$ cat src/rtl/axi3_wr_responder_if.sv
// AXI3 write-channel bundle: request fields driven by the master, response
// fields and BID driven by the slave.
interface axi3_wr_responder_if #(
    parameter int ID_W = 4
);
    typedef struct packed {
        logic        awvalid;
        logic [31:0] awaddr;
        logic [3:0]  awlen;
        logic [2:0]  awsize;
        logic [1:0]  awburst;
        logic        wvalid;
        logic [31:0] wdata;
        logic [3:0]  wstrb;
        logic        wlast;
        logic        bready;
    } req_t;

    typedef struct packed {
        logic       awready;
        logic       wready;
        logic       bvalid;
        logic [1:0] bresp;
    } resp_t;

    req_t            axi3_wr_req;
    resp_t           axi3_wr_resp;
    logic [ID_W-1:0] awid;
    logic [ID_W-1:0] wid;
    logic [ID_W-1:0] bid;

    modport slave (
        input  axi3_wr_req,
        input  awid,
        input  wid,
        output axi3_wr_resp,
        output bid
    );

    modport master (
        output axi3_wr_req,
        output awid,
        output wid,
        input  axi3_wr_resp,
        input  bid
    );
endinterface

$ cat src/rtl/axi3_wr_responder.sv
// AXI3 write responder: accepts one AW, streams the W beats into a 32-bit
// word SRAM with byte enables, then returns a single B response.
module axi3_wr_responder #(
    parameter int          MEM_DEPTH = 1024,
    parameter logic [31:0] BASE_ADDR = 32'h0000_0000,
    parameter int          ID_W      = 4,
    localparam int         AW        = $clog2(MEM_DEPTH)
) (
    input  logic                      clk,
    input  logic                      rst,
    axi3_wr_responder_if.slave        axi3_wr_if,
    output logic                      mem_en,
    output logic [3:0]                mem_be,
    output logic [AW-1:0]             mem_addr,
    output logic [31:0]               mem_wdata,
    output logic                      busy
);

    localparam logic [1:0]  RESP_IDLE  = 2'd0;
    localparam logic [1:0]  RESP_DATA  = 2'd1;
    localparam logic [1:0]  RESP_BRESP = 2'd2;
    localparam logic [31:0] MEM_BYTES  = 32'(MEM_DEPTH * 4);
    localparam logic [1:0]  BURST_INCR = 2'b01;

    logic [1:0]      state_r;
    logic [1:0]      state_s;
    logic            rdy_r;
    logic [ID_W-1:0] id_r;
    logic [3:0]      len_r;
    logic [1:0]      burst_r;
    logic [AW-1:0]   idx_r;
    logic            err_r;
    logic [3:0]      beat_cnt_r;

    logic            awready_s;
    logic            wready_s;
    logic            bvalid_s;
    logic            aw_hs_s;
    logic            w_hs_s;
    logic            b_hs_s;
    logic [31:0]     off_s;
    logic            dec_err_s;
    logic            in_len_s;
    logic            beat_err_s;

    // rdy_r keeps awready low until the first clock after reset release
    assign awready_s = (state_r == RESP_IDLE) & rdy_r;
    assign wready_s  = (state_r == RESP_DATA);
    assign bvalid_s  = (state_r == RESP_BRESP);

    assign aw_hs_s = awready_s & axi3_wr_if.axi3_wr_req.awvalid;
    assign w_hs_s  = wready_s  & axi3_wr_if.axi3_wr_req.wvalid;
    assign b_hs_s  = bvalid_s  & axi3_wr_if.axi3_wr_req.bready;

    // Unsigned offset: an address below BASE_ADDR wraps high and fails the range test
    assign off_s     = axi3_wr_if.axi3_wr_req.awaddr - BASE_ADDR;
    assign dec_err_s = (axi3_wr_if.axi3_wr_req.awsize != 3'b010)
                     | axi3_wr_if.axi3_wr_req.awburst[1]
                     | (off_s >= MEM_BYTES)
                     | (axi3_wr_if.axi3_wr_req.awaddr[1:0] != 2'b00);

    assign in_len_s   = (beat_cnt_r <= len_r);
    assign beat_err_s = (axi3_wr_if.wid != id_r)
                      | ~in_len_s
                      | (axi3_wr_if.axi3_wr_req.wlast & (beat_cnt_r != len_r));

    // Next-state decode for the three-phase write transaction
    always_comb begin
        state_s = state_r;
        case (state_r)
            RESP_IDLE: begin
                if (aw_hs_s) state_s = RESP_DATA;
                else         state_s = RESP_IDLE;
            end
            RESP_DATA: begin
                if (w_hs_s & axi3_wr_if.axi3_wr_req.wlast) state_s = RESP_BRESP;
                else                                        state_s = RESP_DATA;
            end
            RESP_BRESP: begin
                if (b_hs_s) state_s = RESP_IDLE;
                else        state_s = RESP_BRESP;
            end
            default: state_s = RESP_IDLE;
        endcase
    end

    // State, captured AW attributes, beat counter and sticky error flag
    always_ff @(posedge clk or posedge rst) begin
        if (rst) begin
            state_r    <= RESP_IDLE;
            rdy_r      <= 1'b0;
            id_r       <= {ID_W{1'b0}};
            len_r      <= 4'd0;
            burst_r    <= 2'b00;
            idx_r      <= {AW{1'b0}};
            err_r      <= 1'b0;
            beat_cnt_r <= 4'd0;
        end else begin
            state_r <= state_s;
            rdy_r   <= 1'b1;
            if (aw_hs_s) begin
                id_r       <= axi3_wr_if.awid;
                len_r      <= axi3_wr_if.axi3_wr_req.awlen;
                burst_r    <= axi3_wr_if.axi3_wr_req.awburst;
                idx_r      <= off_s[AW+1:2];
                err_r      <= dec_err_s;
                beat_cnt_r <= 4'd0;
            end else if (w_hs_s) begin
                if (beat_err_s) err_r <= 1'b1;
                if (beat_cnt_r != 4'hF) beat_cnt_r <= beat_cnt_r + 4'd1;
                // Index wraps naturally at MEM_DEPTH since it is exactly AW bits
                if (burst_r == BURST_INCR) idx_r <= idx_r + {{(AW-1){1'b0}}, 1'b1};
            end
        end
    end

    // Write strobe follows the W handshake in the same cycle; reset drops it via state
    assign mem_en    = w_hs_s & ~err_r & in_len_s;
    assign mem_be    = mem_en ? axi3_wr_if.axi3_wr_req.wstrb : 4'h0;
    assign mem_wdata = mem_en ? axi3_wr_if.axi3_wr_req.wdata : 32'h0000_0000;
    assign mem_addr  = idx_r;
    assign busy      = (state_r != RESP_IDLE);

    assign axi3_wr_if.axi3_wr_resp.awready = awready_s;
    assign axi3_wr_if.axi3_wr_resp.wready  = wready_s;
    assign axi3_wr_if.axi3_wr_resp.bvalid  = bvalid_s;
    assign axi3_wr_if.axi3_wr_resp.bresp   = (bvalid_s & err_r) ? 2'b10 : 2'b00;
    assign axi3_wr_if.bid                  = bvalid_s ? id_r : {ID_W{1'b0}};

endmodule
$ cat src/flat_wrapper.sv
// flat-port wrapper written by rule: the top's interface ports become plain ports
module axi3_wr_responder_flat 
#(
    parameter int          MEM_DEPTH = 1024,
    parameter logic [31:0] BASE_ADDR = 32'h0000_0000,
    parameter int          ID_W      = 4,
    localparam int         AW        = $clog2(MEM_DEPTH)
)
  (clk, rst, mem_en, mem_be, mem_addr, mem_wdata, busy, axi3_wr_if_axi3_wr_req, axi3_wr_if_awid, axi3_wr_if_wid, axi3_wr_if_axi3_wr_resp, axi3_wr_if_bid);
  axi3_wr_responder_if #(.ID_W(ID_W)) axi3_wr_if_i ();
  input  logic clk;
  input  logic rst;
  output logic mem_en;
  output logic [3:0] mem_be;
  output logic [AW-1:0] mem_addr;
  output logic [31:0] mem_wdata;
  output logic busy;
  input wire logic [$bits(axi3_wr_if_i.axi3_wr_req)-1:0] axi3_wr_if_axi3_wr_req;
  input wire logic [$bits(axi3_wr_if_i.awid)-1:0] axi3_wr_if_awid;
  input wire logic [$bits(axi3_wr_if_i.wid)-1:0] axi3_wr_if_wid;
  output wire logic [$bits(axi3_wr_if_i.axi3_wr_resp)-1:0] axi3_wr_if_axi3_wr_resp;
  output wire logic [$bits(axi3_wr_if_i.bid)-1:0] axi3_wr_if_bid;
  assign axi3_wr_if_i.axi3_wr_req = axi3_wr_if_axi3_wr_req;
  assign axi3_wr_if_i.awid = axi3_wr_if_awid;
  assign axi3_wr_if_i.wid = axi3_wr_if_wid;
  assign axi3_wr_if_axi3_wr_resp = axi3_wr_if_i.axi3_wr_resp;
  assign axi3_wr_if_bid = axi3_wr_if_i.bid;
  axi3_wr_responder #(.MEM_DEPTH(MEM_DEPTH), .BASE_ADDR(BASE_ADDR), .ID_W(ID_W)) u_core (.clk(clk), .rst(rst), .axi3_wr_if(axi3_wr_if_i), .mem_en(mem_en), .mem_be(mem_be), .mem_addr(mem_addr), .mem_wdata(mem_wdata), .busy(busy));
endmodule
$ cat config.mk
export PLATFORM = sky130hd
export DESIGN_NAME = axi3_wr_responder_flat
export DESIGN_NICKNAME = d
export VERILOG_FILES = /design/src/rtl/axi3_wr_responder_if.sv /design/src/rtl/axi3_wr_responder.sv /design/src/flat_wrapper.sv
export SDC_FILE = /design/constraint.sdc
export NUM_CORES = 1
export LEC_CHECK = 0
export BUFFER_PORTS_ARGS = -buffer_cell sky130_fd_sc_hd__buf_2
export CAP_MARGIN = 40
export CORE_MARGIN = 2
export CORE_UTILIZATION = 44
export CTS_BUF_LIST = sky130_fd_sc_hd__clkbuf_4
export CTS_CLUSTER_SIZE = 40
export DETAILED_ROUTE_END_ITERATION = 10
export HOLD_SLACK_MARGIN = 0.08
export PLACE_DENSITY = 0.87
export SLEW_MARGIN = 25
export SYNTH_ARGS = -nofsm -noshare
export SYNTH_HDL_FRONTEND = slang
export SYNTH_SLANG_ARGS = --single-unit
$ cat constraint.sdc
create_clock -name clk -period 4 [get_ports clk]
set_input_delay 0.2 -clock clk [delete_from_list [all_inputs] [get_ports clk]]
set_output_delay 0.2 -clock clk [all_outputs]
set_load 0.05 [all_outputs]
==> impl_metrics.tcl, run 1 <==
set metrics [dict create \
    synthesis.nets 309 \
    vias 2091 \
    synth-seq-area-share 0.363 \
    ys_ff_latch 28 \
    fmax_mhz 357 \
    die_area_um2 4940 \
    setup_slack_ns 1.20 \
    finalHoldViolCount 0 \
    placed_cells 399 \
    crit_fanout 25 \
    pwr_density_cell_nw_per_um2 529 \
    drc 0 \
    nNetsFinal 454 \
    use_met1 0.269 \
    tightestPinTransition_ns 0.606 \
    skew_ns 0.00388 \
    io_buffers 146 \
    grt_pass1_vias 1943 \
    die_w_um 70.3 \
    worst_ep_arrival_time_ns 2.60 \
    layout-drive-gt1-share 0.478 \
    crit_type "flop to primary output" \
    cp-end-kind "primary output" \
    die_y_um 70.3 \
    setup_viol 0 \
    synthArstFlopShare 1.00 \
    vdd_ir_drop_max_mv 0.361 \
    io-pin-count 148 \
    synth_top_area_share 0.363 \
    core_area_um2 4290 \
    antenna_found_initial 0 \
    min_path_type "input pin to flop" \
    numCtsBuffers 3 \
    r2r_cells 5 \
    wl_per_cell_um 13.7 \
    status "complete, no violations" \
    syn2layout_area_growth_pct 41.1 \
    rsz0062_at_grt "false" \
    slew_headroom 0.595 \
    insertion_delay_ns 0.32 \
    fin_crit_sh 0.700 \
    critPathLaunchType "flop" \
    holdCritStartpoint "axi3_wr_if_axi3_wr_req[47]" \
    ctsResizeCount 0 \
    fin_cells 408 \
    setup_tns_ns 0 \
    synth_edf_count 0 \
    max_cap_violations 0 \
    first_iter_violations 38 \
    yosysUniqueCellTypes 48 \
    grt_pass1_wl_mm 9.00 \
    yosysWarnings 0 \
    ant_nets 0 \
    post_cts_buffers 0 \
    grt_util_all_layers 0.223 \
    whs_path_depth 3 \
    vias_per_cell 5.13 \
    grtUsageMet2 0.419 \
    p_leak_nw 1.47 \
    antenna_cells 0 \
    rows 24 \
    synth_area_um2 1930 \
    syn_avg_cell_area_um2 9.11 \
    ys.flop_type "dfrtp_1" \
    wirelength_mm 5.60 \
    grt_max_degree 38 \
    r2r_start "u_core.state_r[0]" \
    path_clk_slew_ns 0.15 \
    cts-root-buf "clkbuf_4" \
    place.gp.congestion 0.845 \
    crit_required_ns 3.80 \
    cts_tree "yes" \
    dr.pass1.iters 4 \
    start_util 0.450 \
    num-fill-cells 388 \
    busiest_layer "met2" \
    post-route-min-period_ns 2.80 \
    startpoint "u_core.beat_cnt_r[2]" \
    synth_cells 212 \
    slew_violations 0 \
    synth.top_cells.by_area "dfrtp_1 (36%), and2_1 (13%), mux2_2 (4.7%)" \
    gr-usage-met3 0.0361 \
    dpl.hpwl_mm 4.58 \
    h-tree-depth 1 \
    cts_sinks 28 \
    cts_buffer_depth 2 \
    globalRouteOverflowTotal 0 \
    post-place-ws_ns 1.31 \
    yosys.area.top_type "dfrtp_1" \
]
==> what timing repair did <==
item	4_1_cts	5_1_grt
endpoints found under the hold margin	31	0
hold buffers	4	0
endpoints found under the setup margin	0	0
==> metal layers <==
metal  vias to the layer above  wire [um]  share of wire
li1                       1025          -              -
met1                       943       2180           0.39
met2                       119       2920           0.52
met3                         4        465          0.083
met4                         0         35         0.0062
met5                         -          0              0
==> worst max-delay path, cell delays in order (launching register included) <==
cell and delay [ns]:
dfrtp_1 0.47, ha_1 0.35, a21oi_1 0.17, o221ai_2 0.16
a211oi_4 0.47, buf_6 0.23, and2_1 0.16, buf_2 0.26
==> stage by stage <==
step	util	hold slack (ns)	total power, mW	area [um2]
3_3_place_gp	0.617	0.410	1.30	2650
2_1_floorplan	-	0.265	1.13	1930
5_1_grt	0.635	0.0861	1.55	2730
3_5_place_dp	0.617	0.309	1.33	2650
6_report	0.635	0.0891	1.44	2730
4_1_cts	0.632	0.0839	1.45	2710
==> cell usage after synthesis, drive strengths merged, types with 2 or more instances <==
library cell  number
a211oi             4
a21oi              5
a221o              3
a22oi              2
a31oi              2
and2              41
buf               11
conb               2
dfrtp             28
ha                 6
inv               11
mux2               8
nand2             16
nand2b             2
nand3              8
nand4              4
nor2               9
nor2b              3
nor3               2
nor4               7
o211ai             2
o21ai              9
o311ai             2
or2                2
xnor2              3
xor2               5
==> power breakdown <==
part / internal (mW) / total, mW / switching [mW]
registers: 0.403 / 0.534 / 0.131
clock network: 0.0365 / 0.119 / 0.0828
logic: 0.274 / 0.789 / 0.515
==> sequential cells by signal (all words and copies together), names as in the netlist <==
register,cells
u_core.id_r,4
u_core.rdy_r,1
u_core.state_r,2
u_core.burst_r,2
u_core.err_r,1
u_core.len_r,4
u_core.beat_cnt_r,4
u_core.mem_addr,10
==> cells by family after synthesis <==
group | share of synthesized area
simple gates | 0.308
compound gates | 0.137
flops | 0.363
buf+inv | 0.0667
xor+xnor | 0.0363
mux | 0.0466
fa+ha+maj | 0.0389
other cells | 0.00389
==> final timing paths <==
check / slack (ns) / to
hold reg to reg: 0.56 / u_core.burst_r[1]
setup reg to reg: 1.94 / u_core.mem_addr[7]
setup / recovery: 1.20 / mem_wdata[8]
min in group asynchronous: 0.49 / u_core.burst_r[0]
hold / removal: 0.09 / u_core.len_r[3]
max in group asynchronous: 3.12 / u_core.beat_cnt_r[0]
==> cell usage in the layout (no fill, tap or decap), types with 4 or more instances in the layout <==
cell	instances
a21oi_1	4
nand2_1	16
nand4_1	4
ha_1	6
o21ai_0	9
nand3_1	7
nor4_1	7
xor2_1	5
dlygate4sd3_1	4
dfrtp_1	28
inv_1	10
nor2_1	8
buf_2	146
and2_1	41
mux2_2	8
==> cell type report <==
class	count	area, um2	share of cell area
Clock buffer	3	22.5	0.00826
Tap cell	52	65.1	0.0239
Clock inverter	1	3.75	0.00138
Inverter	11	41.3	0.0152
Sequential cell	28	701	0.257
Multi-Input combinational cell	161	1100	0.405
Timing Repair Buffer	152	790	0.290
No activity file was read; power rests on OpenSTA's default activity.
==> run 2, diff against run 1 <==
--- a/config.mk
+++ b/config.mk
@@ -8,12 +8,12 @@
 export BUFFER_PORTS_ARGS = -buffer_cell sky130_fd_sc_hd__buf_2
 export CAP_MARGIN = 40
 export CORE_MARGIN = 2
-export CORE_UTILIZATION = 44
+export CORE_UTILIZATION = 41
 export CTS_BUF_LIST = sky130_fd_sc_hd__clkbuf_4
 export CTS_CLUSTER_SIZE = 40
 export DETAILED_ROUTE_END_ITERATION = 10
 export HOLD_SLACK_MARGIN = 0.08
-export PLACE_DENSITY = 0.87
+export PLACE_DENSITY = 0.82
 export SLEW_MARGIN = 25
 export SYNTH_ARGS = -nofsm -noshare
 export SYNTH_HDL_FRONTEND = slang
==> constraint.sdc (replaced) <==
create_clock -name clk -period 2.8 [get_ports clk]
set_input_delay 0.14 -clock clk [delete_from_list [all_inputs] [get_ports clk]]
set_output_delay 0.14 -clock clk [all_outputs]
set_load 0.05 [all_outputs]
==> impl_metrics.tcl, run 2 (synthesis results as in run 1) <==
set metrics [dict create \
    status "complete, no violations" \
    h-tree-depth 1 \
    cts-root-buf "clkbuf_4" \
    start_util 0.435 \
    grt_util_all_layers 0.216 \
    largest_reg_flops 10 \
    insertion_delay_ns 0.32 \
    antenna_cells 0 \
    nNetsFinal 472 \
    dr.pass1.iters 4 \
    layout-drive-gt1-share 0.455 \
    min_path_type "input pin to flop" \
    vias_per_cell 5.03 \
    post_cts_buffers 0 \
    cts_sinks 28 \
    globalRouteOverflowTotal 0 \
    pwr_density_cell_nw_per_um2 721 \
    path_clk_slew_ns 0.15 \
    grt_pass1_vias 2036 \
    internal-power_mw 1.03 \
    layout_common_cells "buf_2 (146), and2_1 (41), dfrtp_1 (28)" \
    io-pin-count 148 \
    wl_per_cell_um 13.5 \
    grt_max_degree 38 \
    fmax_mhz 383 \
    wirelength_mm 5.77 \
    ctsResizeCount 0 \
    cp-end-kind "primary output" \
    p_clk_frac 0.083 \
    place.gp.congestion 0.762 \
    max_cap_violations 0 \
    io_buffers 146 \
    cts_buffer_depth 2 \
    cts_hold_buf 22 \
    dpl.hpwl_mm 4.39 \
    rows 24 \
    sw_frac_of_total 0.506 \
    finalHoldViolCount 0 \
    ant_nets 0 \
    first_iter_violations 46 \
    setup_viol 0 \
    antenna_found_initial 0 \
    crit_type "flop to primary output" \
    p_leak_nw 1.54 \
    rrSetupSlack_ns 1.13 \
    post-route-min-period_ns 2.61 \
    vdd_ir_drop_max_mv 0.488 \
    fin_crit_sh 0.932 \
    crit_required_ns 2.66 \
    rsz0062_at_grt "false" \
    slew_violations 0 \
    dpl_cell_area_um2 2660 \
    tightestPinTransition_ns 0.587 \
    power.switching_mw 1.06 \
    p_comb_frac 0.547 \
    setup_tns_ns 0 \
    die_y_um 72.6 \
    placed_cells 400 \
    fin_cells 426 \
    p_seq_frac 0.370 \
    grt_pass1_wl_mm 9.11 \
    vias 2144 \
    crit_fanout 37 \
    syn2layout_area_growth_pct 50.2 \
    stdcell_area_um2 2900 \
    worst_ep_arrival_time_ns 2.47 \
    final_common_cell "buf_2" \
    core_area_um2 4440 \
    fin_util 0.653 \
    critPathLaunchType "flop" \
    skew_ns 0.00123 \
    slew_headroom 0.608 \
    die_w_um 72.6 \
    die_area_um2 5280 \
    numCtsBuffers 3 \
    drc 0 \
    cts_tree "yes" \
]
-- run 2: layout make-up --
| type | instances | area (um2) |
|---|---|---|
| Clock buffer | 3 | 22.5 |
| Clock inverter | 1 | 3.75 |
| Fill cell | 371 | 1540 |
| Inverter | 11 | 41.3 |
| Multi-Input combinational cell | 161 | 1100 |
| Sequential cell | 28 | 701 |
| Tap cell | 52 | 65.1 |
| Timing Repair Buffer | 170 | 966 |
-- run 2: critical path, cell delays in order, from the launching register on --
cell and delay (ns):
dfrtp_1 0.48, ha_1 0.35, a21oi_1 0.18, o221ai_2 0.16, a211oi_4 0.24, buf_4 0.29, and2_1 0.18, buf_2 0.26
-- run 2: power groups by stage --
stage | combinational (mW) | sequential (mW) | clock, mW
finish | 1.15 | 0.773 | 0.174
global route | 1.26 | 0.803 | 0.190
CTS | 1.15 | 0.771 | 0.181
detailed placement | 1.13 | 0.780 | 0
global placement | 1.10 | 0.768 | 0
floorplan | 0.658 | 0.962 | 0
-- run 2: final timing paths --
kind	from	endpoint	cells after the start
hold / removal	axi3_wr_if_axi3_wr_req[0]	u_core.state_r[1]	3
min in group asynchronous	rst	u_core.burst_r[0]	3
max in group asynchronous	rst	u_core.mem_addr[8]	3
setup reg to reg	u_core.state_r[0]	u_core.len_r[0]	3
setup / recovery	u_core.beat_cnt_r[2]	mem_wdata[1]	7
hold reg to reg	u_core.burst_r[1]	u_core.burst_r[1]	1
-- run 2: metrics by stage --
stage	power [mW]	worst slack (ns)	hold slack (ns)
floorplan	1.62	0.538	0.205
global placement	1.87	0.635	0.344
detailed placement	1.91	0.568	0.247
CTS	2.11	0.180	0.0810
global route	2.25	0.0564	0.0967
finish	2.09	0.189	0.0896
-- run 2: routing by layer --
metal	track usage	vias to the layer above	routed length, um
li1	-	1058	-
met1	0.255	963	2250
met2	0.409	119	2930
met3	0.0387	4	556
met4	0.0350	0	27
met5	0	-	0
